--- config.mk ---
export PLATFORM = sky130hd
export DESIGN_NAME = alu_regfile_pipe
export DESIGN_NICKNAME = d
export VERILOG_FILES = /design/src/rtl/alu_pipe_pkg.sv /design/src/rtl/alu_pipe_core.sv /design/src/rtl/alu_regfile_pipe.sv
export SDC_FILE = /design/constraint.sdc
export NUM_CORES = 1
export LEC_CHECK = 0
export CORE_ASPECT_RATIO = 1.2
export CORE_MARGIN = 4
export CORE_UTILIZATION = 40
export CTS_CLUSTER_DIAMETER = 120
export DETAILED_ROUTE_END_ITERATION = 8
export GPL_TIMING_DRIVEN = 1
export SYNTH_ARGS = -nofsm -noshare
export SYNTH_HDL_FRONTEND = slang
export SYNTH_SLANG_ARGS = --single-unit
--- constraint.sdc ---
create_clock -name clk -period 5.8 [get_ports clk]
set_clock_uncertainty 0.05 [all_clocks]
set_input_delay 0.87 -clock clk [delete_from_list [all_inputs] [get_ports clk]]
set_output_delay 0.87 -clock clk [all_outputs]
set_load 0.05 [all_outputs]
--- src/rtl/alu_pipe_pkg.sv ---
`default_nettype none
// ============================================================================
// Module      : alu_pipe_pkg
// Description : Shared definitions for the ALU / register-file pipeline:
//               opcode constants, flag bit indices, the flags typedef and
//               small opcode-decode helpers used by the hazard logic.
// Revision    : 1.0 - initial release
// ============================================================================
package alu_pipe_pkg;

    // Opcodes
    localparam logic [7:0] c_OP_ADD  = 8'h00;
    localparam logic [7:0] c_OP_ADDI = 8'h01;
    localparam logic [7:0] c_OP_ADDU = 8'h02;
    localparam logic [7:0] c_OP_SUB  = 8'h08;
    localparam logic [7:0] c_OP_SUBI = 8'h09;
    localparam logic [7:0] c_OP_CMP  = 8'h0A;
    localparam logic [7:0] c_OP_CMPI = 8'h0B;
    localparam logic [7:0] c_OP_AND  = 8'h0D;
    localparam logic [7:0] c_OP_OR   = 8'h0E;
    localparam logic [7:0] c_OP_XOR  = 8'h0F;
    localparam logic [7:0] c_OP_NOT  = 8'h10;
    localparam logic [7:0] c_OP_LSH  = 8'h11;
    localparam logic [7:0] c_OP_RSH  = 8'h13;
    localparam logic [7:0] c_OP_ARSH = 8'h16;
    localparam logic [7:0] c_OP_NOP  = 8'h17;
    localparam logic [7:0] c_OP_LOAD = 8'h99;

    // Bit positions of the flags vector {Z,C,F,L,N}
    localparam int c_FLAG_Z = 4;
    localparam int c_FLAG_C = 3;
    localparam int c_FLAG_F = 2;
    localparam int c_FLAG_L = 1;
    localparam int c_FLAG_N = 0;

    typedef struct packed {
        logic z;    // zero / equal
        logic c;    // carry-out (ADDU)
        logic f;    // signed overflow
        logic l;    // unsigned less-than (CMP)
        logic n;    // signed less-than (CMP)
    } flags_t;

    // Instruction reads its rdest register as operand A
    function automatic logic op_reads_a(input logic [7:0] op);
        return op inside {c_OP_ADD, c_OP_ADDI, c_OP_ADDU, c_OP_SUB, c_OP_SUBI,
                          c_OP_CMP, c_OP_CMPI, c_OP_AND, c_OP_OR, c_OP_XOR,
                          c_OP_NOT, c_OP_LSH, c_OP_RSH, c_OP_ARSH};
    endfunction

    // Instruction reads its rsrc register as operand B (not an immediate)
    function automatic logic op_reads_b(input logic [7:0] op);
        return op inside {c_OP_ADD, c_OP_ADDU, c_OP_SUB, c_OP_CMP, c_OP_AND,
                          c_OP_OR, c_OP_XOR, c_OP_LSH, c_OP_RSH, c_OP_ARSH,
                          c_OP_LOAD};
    endfunction

endpackage
`default_nettype wire

--- src/rtl/alu_pipe_core.sv ---
`default_nettype none
// ============================================================================
// Module      : alu_pipe_core
// Description : Purely combinational ALU. Computes result = a op b, the
//               candidate flags, and whether the opcode updates flags,
//               writes a register, or is a legal opcode at all.
// Ports       : a, b        - operands (WIDTH)
//               opcode      - 8-bit opcode
//               result      - ALU result (WIDTH)
//               flags       - candidate flags {Z,C,F,L,N}
//               flags_we    - opcode updates flags
//               writes_reg  - opcode writes rdest from the ALU result
//               legal       - opcode is defined (LOAD/NOP included)
// Revision    : 1.0 - initial release
// ============================================================================
module alu_pipe_core
    import alu_pipe_pkg::*;
#(
    parameter int WIDTH = 16
) (
    input  logic [WIDTH-1:0] a,
    input  logic [WIDTH-1:0] b,
    input  logic [7:0]       opcode,
    output logic [WIDTH-1:0] result,
    output flags_t           flags,
    output logic             flags_we,
    output logic             writes_reg,
    output logic             legal
);

    localparam int SW = $clog2(WIDTH);

    logic [WIDTH:0]   w_sum;
    logic [WIDTH-1:0] w_diff;
    logic             w_ovf_add;
    logic             w_ovf_sub;
    logic [SW-1:0]    w_amt;

    assign w_sum     = {1'b0, a} + {1'b0, b};
    assign w_diff    = a - b;
    assign w_ovf_add = (a[WIDTH-1] == b[WIDTH-1]) && (w_sum[WIDTH-1] != a[WIDTH-1]);
    assign w_ovf_sub = (a[WIDTH-1] != b[WIDTH-1]) && (w_diff[WIDTH-1] != a[WIDTH-1]);
    // A zero shift amount encodes a shift by one
    assign w_amt     = (b[SW-1:0] == '0) ? SW'(1) : b[SW-1:0];

    always_comb begin
        result     = '0;
        flags      = '0;
        flags_we   = 1'b0;
        writes_reg = 1'b1;
        legal      = 1'b1;
        case (opcode)
            c_OP_ADD, c_OP_ADDI: begin
                result   = w_sum[WIDTH-1:0];
                flags.z  = (w_sum[WIDTH-1:0] == '0);
                flags.f  = w_ovf_add;
                flags_we = 1'b1;
            end
            c_OP_ADDU: begin
                result   = w_sum[WIDTH-1:0];
                flags.z  = (w_sum[WIDTH-1:0] == '0);
                flags.c  = w_sum[WIDTH];
                flags_we = 1'b1;
            end
            c_OP_SUB, c_OP_SUBI: begin
                result   = w_diff;
                flags.z  = (w_diff == '0);
                flags.f  = w_ovf_sub;
                flags_we = 1'b1;
            end
            c_OP_CMP, c_OP_CMPI: begin
                writes_reg = 1'b0;
                flags.z    = (a == b);
                flags.l    = (a < b);
                flags.n    = ($signed(a) < $signed(b));
                flags_we   = 1'b1;
            end
            c_OP_AND:  result = a & b;
            c_OP_OR:   result = a | b;
            c_OP_XOR:  result = a ^ b;
            c_OP_NOT:  result = ~a;
            c_OP_LSH:  result = a << w_amt;
            c_OP_RSH:  result = a >> w_amt;
            c_OP_ARSH: result = $unsigned($signed(a) >>> w_amt);
            c_OP_NOP:  writes_reg = 1'b0;
            // LOAD data comes from memory; the pipeline handles the write
            c_OP_LOAD: writes_reg = 1'b0;
            default: begin
                writes_reg = 1'b0;
                legal      = 1'b0;
            end
        endcase
    end

endmodule
`default_nettype wire

--- src/rtl/alu_regfile_pipe.sv ---
`default_nettype none
// ============================================================================
// Module      : alu_regfile_pipe
// Description : Two-stage (ID, EX) ALU pipeline with an NREGS x WIDTH
//               register file, LOAD via a simple request/valid memory port,
//               flags register and write-back report.
//               Build option ALU_PIPE_FWD_EN: forward the EX result into ID
//               operand reads instead of inserting RAW hazard bubbles.
// Ports       : clk, reset (async, active-low)
//               in_valid/in_ready/in_instr {opcode, rdest, rsrc}
//               mem_req/mem_addr -> ; mem_valid/mem_data <- (LOAD)
//               wb_valid/wb_addr/wb_data - one pulse per register write
//               flags {Z,C,F,L,N}, illegal_op - one-cycle pulse
// Revision    : 1.0 - initial release
// ============================================================================
module alu_regfile_pipe
    import alu_pipe_pkg::*;
#(
    parameter  int WIDTH = 16,
    parameter  int NREGS = 16,
    localparam int AW    = $clog2(NREGS)
) (
    input  logic              clk,
    input  logic              reset,
    input  logic              in_valid,
    output logic              in_ready,
    input  logic [8+2*AW-1:0] in_instr,
    output logic              mem_req,
    output logic [WIDTH-1:0]  mem_addr,
    input  logic              mem_valid,
    input  logic [WIDTH-1:0]  mem_data,
    output logic              wb_valid,
    output logic [AW-1:0]     wb_addr,
    output logic [WIDTH-1:0]  wb_data,
    output logic [4:0]        flags,
    output logic              illegal_op
);

    localparam int IW = 8 + 2*AW;

    logic [WIDTH-1:0] r_regs [NREGS];

    // ID stage
    logic             r_id_valid;
    logic [IW-1:0]    r_id_instr;
    logic [7:0]       w_id_op;
    logic [AW-1:0]    w_id_rd;
    logic [AW-1:0]    w_id_rs;
    logic [WIDTH-1:0] w_id_a;
    logic [WIDTH-1:0] w_id_rs_val;
    logic [WIDTH-1:0] w_id_b;
    logic             w_id_adv;
    logic             w_hazard;

    // EX stage
    logic             r_ex_valid;
    logic [7:0]       r_ex_op;
    logic [AW-1:0]    r_ex_rd;
    logic [WIDTH-1:0] r_ex_a;
    logic [WIDTH-1:0] r_ex_b;
    logic             w_ex_load;
    logic             w_ex_stall;
    logic             w_ex_done;
    logic             w_wb_en;
    logic [WIDTH-1:0] w_wb_data;

    logic [WIDTH-1:0] w_alu_result;
    flags_t           w_alu_flags;
    logic             w_alu_flags_we;
    logic             w_alu_writes;
    logic             w_alu_legal;
    flags_t           r_flags;

    assign w_id_op = r_id_instr[IW-1 -: 8];
    assign w_id_rd = r_id_instr[2*AW-1 -: AW];
    assign w_id_rs = r_id_instr[AW-1:0];

    // Register reads see a write-back landing on the same edge
    assign w_id_a      = (w_wb_en && r_ex_rd == w_id_rd) ? w_wb_data : r_regs[w_id_rd];
    assign w_id_rs_val = (w_wb_en && r_ex_rd == w_id_rs) ? w_wb_data : r_regs[w_id_rs];

    always_comb begin
        w_id_b = w_id_rs_val;
        if (w_id_op == c_OP_ADDI || w_id_op == c_OP_CMPI)
            w_id_b = {{(WIDTH-AW){w_id_rs[AW-1]}}, w_id_rs};
        else if (w_id_op == c_OP_SUBI)
            w_id_b = {{(WIDTH-AW){1'b0}}, w_id_rs};
    end

`ifdef ALU_PIPE_FWD_EN
    assign w_hazard = 1'b0;
`else
    // RAW on a register the EX instruction will write: hold ID until EX
    // retires, then read the updated register file.
    assign w_hazard = r_id_valid && r_ex_valid && (r_ex_op == c_OP_LOAD || w_alu_writes) &&
                      ((op_reads_a(w_id_op) && w_id_rd == r_ex_rd) ||
                       (op_reads_b(w_id_op) && w_id_rs == r_ex_rd));
`endif

    assign w_ex_load  = (r_ex_op == c_OP_LOAD);
    assign w_ex_stall = r_ex_valid && w_ex_load && !mem_valid;
    assign w_ex_done  = r_ex_valid && !w_ex_stall;
    assign w_wb_en    = w_ex_done && (w_ex_load || w_alu_writes);
    assign w_wb_data  = w_ex_load ? mem_data : w_alu_result;

    assign in_ready = !w_ex_stall && !w_hazard;
    assign w_id_adv = r_id_valid && in_ready;

    assign mem_req  = r_ex_valid && w_ex_load;
    assign mem_addr = r_ex_b;
    assign flags    = r_flags;

    alu_pipe_core #(
        .WIDTH      (WIDTH)
    ) u_core (
        .a          (r_ex_a),
        .b          (r_ex_b),
        .opcode     (r_ex_op),
        .result     (w_alu_result),
        .flags      (w_alu_flags),
        .flags_we   (w_alu_flags_we),
        .writes_reg (w_alu_writes),
        .legal      (w_alu_legal)
    );

    always_ff @(posedge clk or negedge reset) begin
        if (!reset) begin
            r_id_valid <= 1'b0;
            r_id_instr <= '0;
            r_ex_valid <= 1'b0;
            r_ex_op    <= '0;
            r_ex_rd    <= '0;
            r_ex_a     <= '0;
            r_ex_b     <= '0;
            r_flags    <= '0;
            wb_valid   <= 1'b0;
            wb_addr    <= '0;
            wb_data    <= '0;
            illegal_op <= 1'b0;
            for (int i = 0; i < NREGS; i++)
                r_regs[i] <= '0;
        end else begin
            if (in_valid && in_ready) begin
                r_id_valid <= 1'b1;
                r_id_instr <= in_instr;
            end else if (w_id_adv) begin
                r_id_valid <= 1'b0;
            end

            if (!w_ex_stall) begin
                r_ex_valid <= w_id_adv;
                if (w_id_adv) begin
                    r_ex_op <= w_id_op;
                    r_ex_rd <= w_id_rd;
                    r_ex_a  <= w_id_a;
                    r_ex_b  <= w_id_b;
                end
            end

            wb_valid <= w_wb_en;
            if (w_wb_en) begin
                r_regs[r_ex_rd] <= w_wb_data;
                wb_addr         <= r_ex_rd;
                wb_data         <= w_wb_data;
            end

            if (w_ex_done && w_alu_flags_we)
                r_flags <= w_alu_flags;

            illegal_op <= w_ex_done && !w_alu_legal;
        end
    end

endmodule
`default_nettype wire

==> parameters.txt <==
Parameter                              Value

Run status
  Outcome    complete, no violations

STA
  # setup viols final    0
  Setup repair after global routing missed its margin    no
  Post-route setup TNS    0 ps
  Relative max-transition margin    0.1542
  Number of hold-slack violations in the final timing report    0
  F_max    211.3 MHz
  Number of pins with negative max-slew slack in the final report    0
  Worst-Margin Slew    1265 ps
  Final critical-path share of the clock period    0.8162
  Shortest period the worst path allows    4734 ps

Yosys
  Post-synthesis instance total    2177
  Share of the synthesized area in compound gates (AO/OA/AOI/OAI)    0.1782
  Number of distinct library cell variants in the gate-level netlist after synthesis    just under 100
  Mean instance size in the synthesized netlist    10.12 µm²
  Syn Nets    2263
  Prevailing post-synth register cell    sky130_fd_sc_hd__dfrtp_1
  Most used standard cells in the synthesized netlist    sky130_fd_sc_hd__dfrtp_1 (345), sky130_fd_sc_hd__nand2_1 (339), sky130_fd_sc_hd__o21ai_0 (197)
  Fraction of synthesized area in multiplexers    0.2039
  Post-Synth XOR/XNOR Area    0.01193
  Share of the synthesized area in the top cell type    0.3919
  Largest family of logic cells by synthesized area    multiplexers
  Simple-Gate Fraction of Synth Area    0.1373
  Most common cell in the synthesized netlist    sky130_fd_sc_hd__dfrtp_1
  Cell type with the highest aggregate area in the netlist    sky130_fd_sc_hd__dfrtp_1
  Adder-cell area share of the yosys netlist    0.02908
  Top post-synthesis cells by area    sky130_fd_sc_hd__dfrtp_1 (39%), sky130_fd_sc_hd__mux4_2 (18%), sky130_fd_sc_hd__nand2_1 (5.8%)
  Synthesis warning total    0
  Total of flip-flops plus latches after synthesis    around 350
  Sequential-to-total area share from yosys stat    0.3919
  Asr flop ratio synth    1.000
  Number of synthesized flops with an enable pin    0
  Mapped cell area    around 22000 µm²

Clocking
  Maximum clock insertion buffer count    3
  Post-CTS setup buffers    0
  TritonCTS Sinks    345
  Clock network latency to the later pin of the worst-skew pair    around 560 ps
  Number of hold-repair buffers added at the cts stage    0
  Number of buffers added by the clock tree synthesis step    40
  Deepest level of the CTS H-tree    2
  CTS tree    done
  CTS-repair resized insts    0
  Root Buffer    sky130_fd_sc_hd__clkbuf_16
  Clk pin slew, worst setup/hold paths    around 60 ps

Layout
  Area of combinational cells with multiple inputs    12370 µm²
  Signed area change from the synthesized netlist to the final layout    11.96%
  Net count, final    2241
  Register area    8643 µm²
  Final design instance area without fill    24660 µm²
  Diodes inserted    0
  Fill cell instance count of the final layout    5052
  Fraction of final layout cells with drive strength greater than 1    0.1652

Pwr
  Overall power consumption    8.455 mW
  VDD IR max    232.1 µV
  P_leak    10.02 nW
  Ratio of total power to cell area    342.8 nW/µm²

Placed design
  Port Buffer Count    80
  Post-detail-place hpwl    around 53000 µm
  Weighted congestion at the end of routability-driven global placement    0.9773
  Placed Area    between 20000 and 25000 µm²

Hold path
  Class of the worst hold path    in2async

Floorplan
  Die Span Y    265.1 µm
  Placement Rows    93
  # IOs    81
  Placeable core region    54110 µm²
  Starting utilization of the core area    0.4071
  Die ar.    approximately 59000 µm²
  Chip width    between 200 and 250 µm

Worst setup path
  Nature of the critical path startpoint    flop
  Slowest cell delay on critical path    730 ps
  Classification of the worst setup path    reg2out
  Standard cell with the maximum stage delay on the critical path    sky130_fd_sc_hd__clkdlybuf4s50_1
  Critical path cell sequence    or3_1 > nor3_2 > a21oi_1 > nor2_1 > o221a_2 > a21boi_1 > clkdlybuf4s50_1
  Critical path data arrival time    3810 ps
  Launch instance of the worst register-to-register path    r_ex_op[5]$_DFFE_PN0P_
  Critical path peak fanout    11
  Crit end category    output pin
  Worst EP required    4880 ps
  Launch point of the worst path    r_ex_op[5]$_DFFE_PN0P_

Drt
  Vias after detailed routing    17860
  Initial drt markers    1748
  Post-route DRC violation count    0
  Detail-routed net length per standard cell    ~25 µm
  WL final    73010 µm
  Antenna Violating Nets Remaining    0
  Via-per-instance ratio    just over 6
  Number of optimization iterations in the first detailed-route pass    6

GRT
  Maximum number of pins on one net before global-route repair    130
  Number of global-route vias before repair    17780
  GRT Overall Usage    0.2439
  Antenna violations before repair    0
  Final global-route overflow total    0
  First-pass GRT wire length    113000 µm

Flow run
  Max-Cap Viols    0
[registers in the layout, indices dropped and copies added (netlist names)]
name,flops
r_regs,256
mem_addr,16
r_ex_a,16
r_id_instr,16
wb_data,16
r_ex_op,8
flags,5
r_ex_rd,4
wb_addr,4
illegal_op,1
r_ex_valid,1
r_id_valid,1
wb_valid,1
[per-stage QoR]
stage	instances	utilization	setup WS, ps	hold slack (ps)
3_3_place_gp	2825	0.4309	1571	420.0
3_5_place_dp	2825	0.4309	1389	422.7
2_1_floorplan	2177	-	1852	410.9
4_1_cts	2897	0.4558	1090	263.6
6_report	2897	0.4558	1066	250.8
5_1_grt	2897	0.4558	832.5	289.9
[area by class of cell]
class	count	area share
multi-input combinational	1584	0.5016
inverter	53	0.008067
clock inverter	12	0.005530
clock buffer	60	0.04901
sequential	345	0.3505
timing repair buffer	131	0.04921
tap	712	0.03612
[final timing paths]
path,endpoint,slack (ps),cells past startpoint
setup / recovery,in_ready,1070,7
hold / removal,r_regs[79]$_DFFE_PN0P_,250,1
max in group asynchronous,r_id_instr[4]$_DFFE_PN0P_,4170,2
min in group clk,wb_data[8]$_DFFE_PN0P_,440,2
hold reg to reg,wb_data[8]$_DFFE_PN0P_,440,2
setup reg to reg,r_regs[172]$_DFFE_PN0P_,1350,8
[critical path: cells and delay by family, from the launching register on]
family	cells	cell delay, ps
buffers and inverters	1	730
AO/OA/AOI/OAI	3	580
flip-flops	1	390
AND/OR/NAND/NOR	3	1550
[cell families after synthesis]
| group | after synthesis |
|---|---|
| simple gates | 655 |
| compound gates | 622 |
| flops | 345 |
| buf+inv | 248 |
| mux | 227 |
| fa+ha+maj | 50 |
| xor+xnor | 30 |
[where the power goes]
part	internal (mW)	switching, mW	leakage (nW)
registers	2.72	0.358	4.67
clock network	1.54	1.04	0.658
logic	1.08	1.72	4.69
total	5.33	3.12	10.0
[placed cells by master, fill, tap and decap left out, types with 9 or more instances in the layout]
cell,instances
sky130_fd_sc_hd__nand4_1,17
sky130_fd_sc_hd__nand2_1,339
sky130_fd_sc_hd__o21a_1,12
sky130_fd_sc_hd__ha_1,48
sky130_fd_sc_hd__mux2_2,26
sky130_fd_sc_hd__xnor2_1,23
sky130_fd_sc_hd__a211oi_1,9
sky130_fd_sc_hd__clkbuf_8,9
sky130_fd_sc_hd__o21ai_0,197
sky130_fd_sc_hd__nor2_1,100
sky130_fd_sc_hd__o211a_1,11
sky130_fd_sc_hd__o21bai_1,11
sky130_fd_sc_hd__clkbuf_1,9
sky130_fd_sc_hd__o221ai_1,20
sky130_fd_sc_hd__o22ai_1,23
sky130_fd_sc_hd__nand3_1,43
sky130_fd_sc_hd__mux2i_1,20
sky130_fd_sc_hd__nor3_1,25
sky130_fd_sc_hd__buf_4,49
sky130_fd_sc_hd__nor4_1,16
sky130_fd_sc_hd__or3_1,18
sky130_fd_sc_hd__o211ai_1,15
sky130_fd_sc_hd__clkdlybuf4s50_1,79
sky130_fd_sc_hd__nor2b_1,16
sky130_fd_sc_hd__a21oi_1,114
sky130_fd_sc_hd__inv_1,48
sky130_fd_sc_hd__a31oi_1,9
sky130_fd_sc_hd__clkbuf_16,42
sky130_fd_sc_hd__o21ai_1,92
sky130_fd_sc_hd__dfrtp_1,341
sky130_fd_sc_hd__a21o_1,9
sky130_fd_sc_hd__and3_1,20
sky130_fd_sc_hd__nand2b_1,9
sky130_fd_sc_hd__mux4_2,174
[per-layer routing]
metal | vias to the layer above | GRT usage | share of wire
li1 | 8050 | - | -
met1 | 9029 | 0.3315 | 0.43
met2 | 639 | 0.4005 | 0.48
met3 | 140 | 0.03179 | 0.051
met4 | 0 | 0.09691 | 0.045
met5 | - | 0 | 0
(Power assumes the default switching activity.)
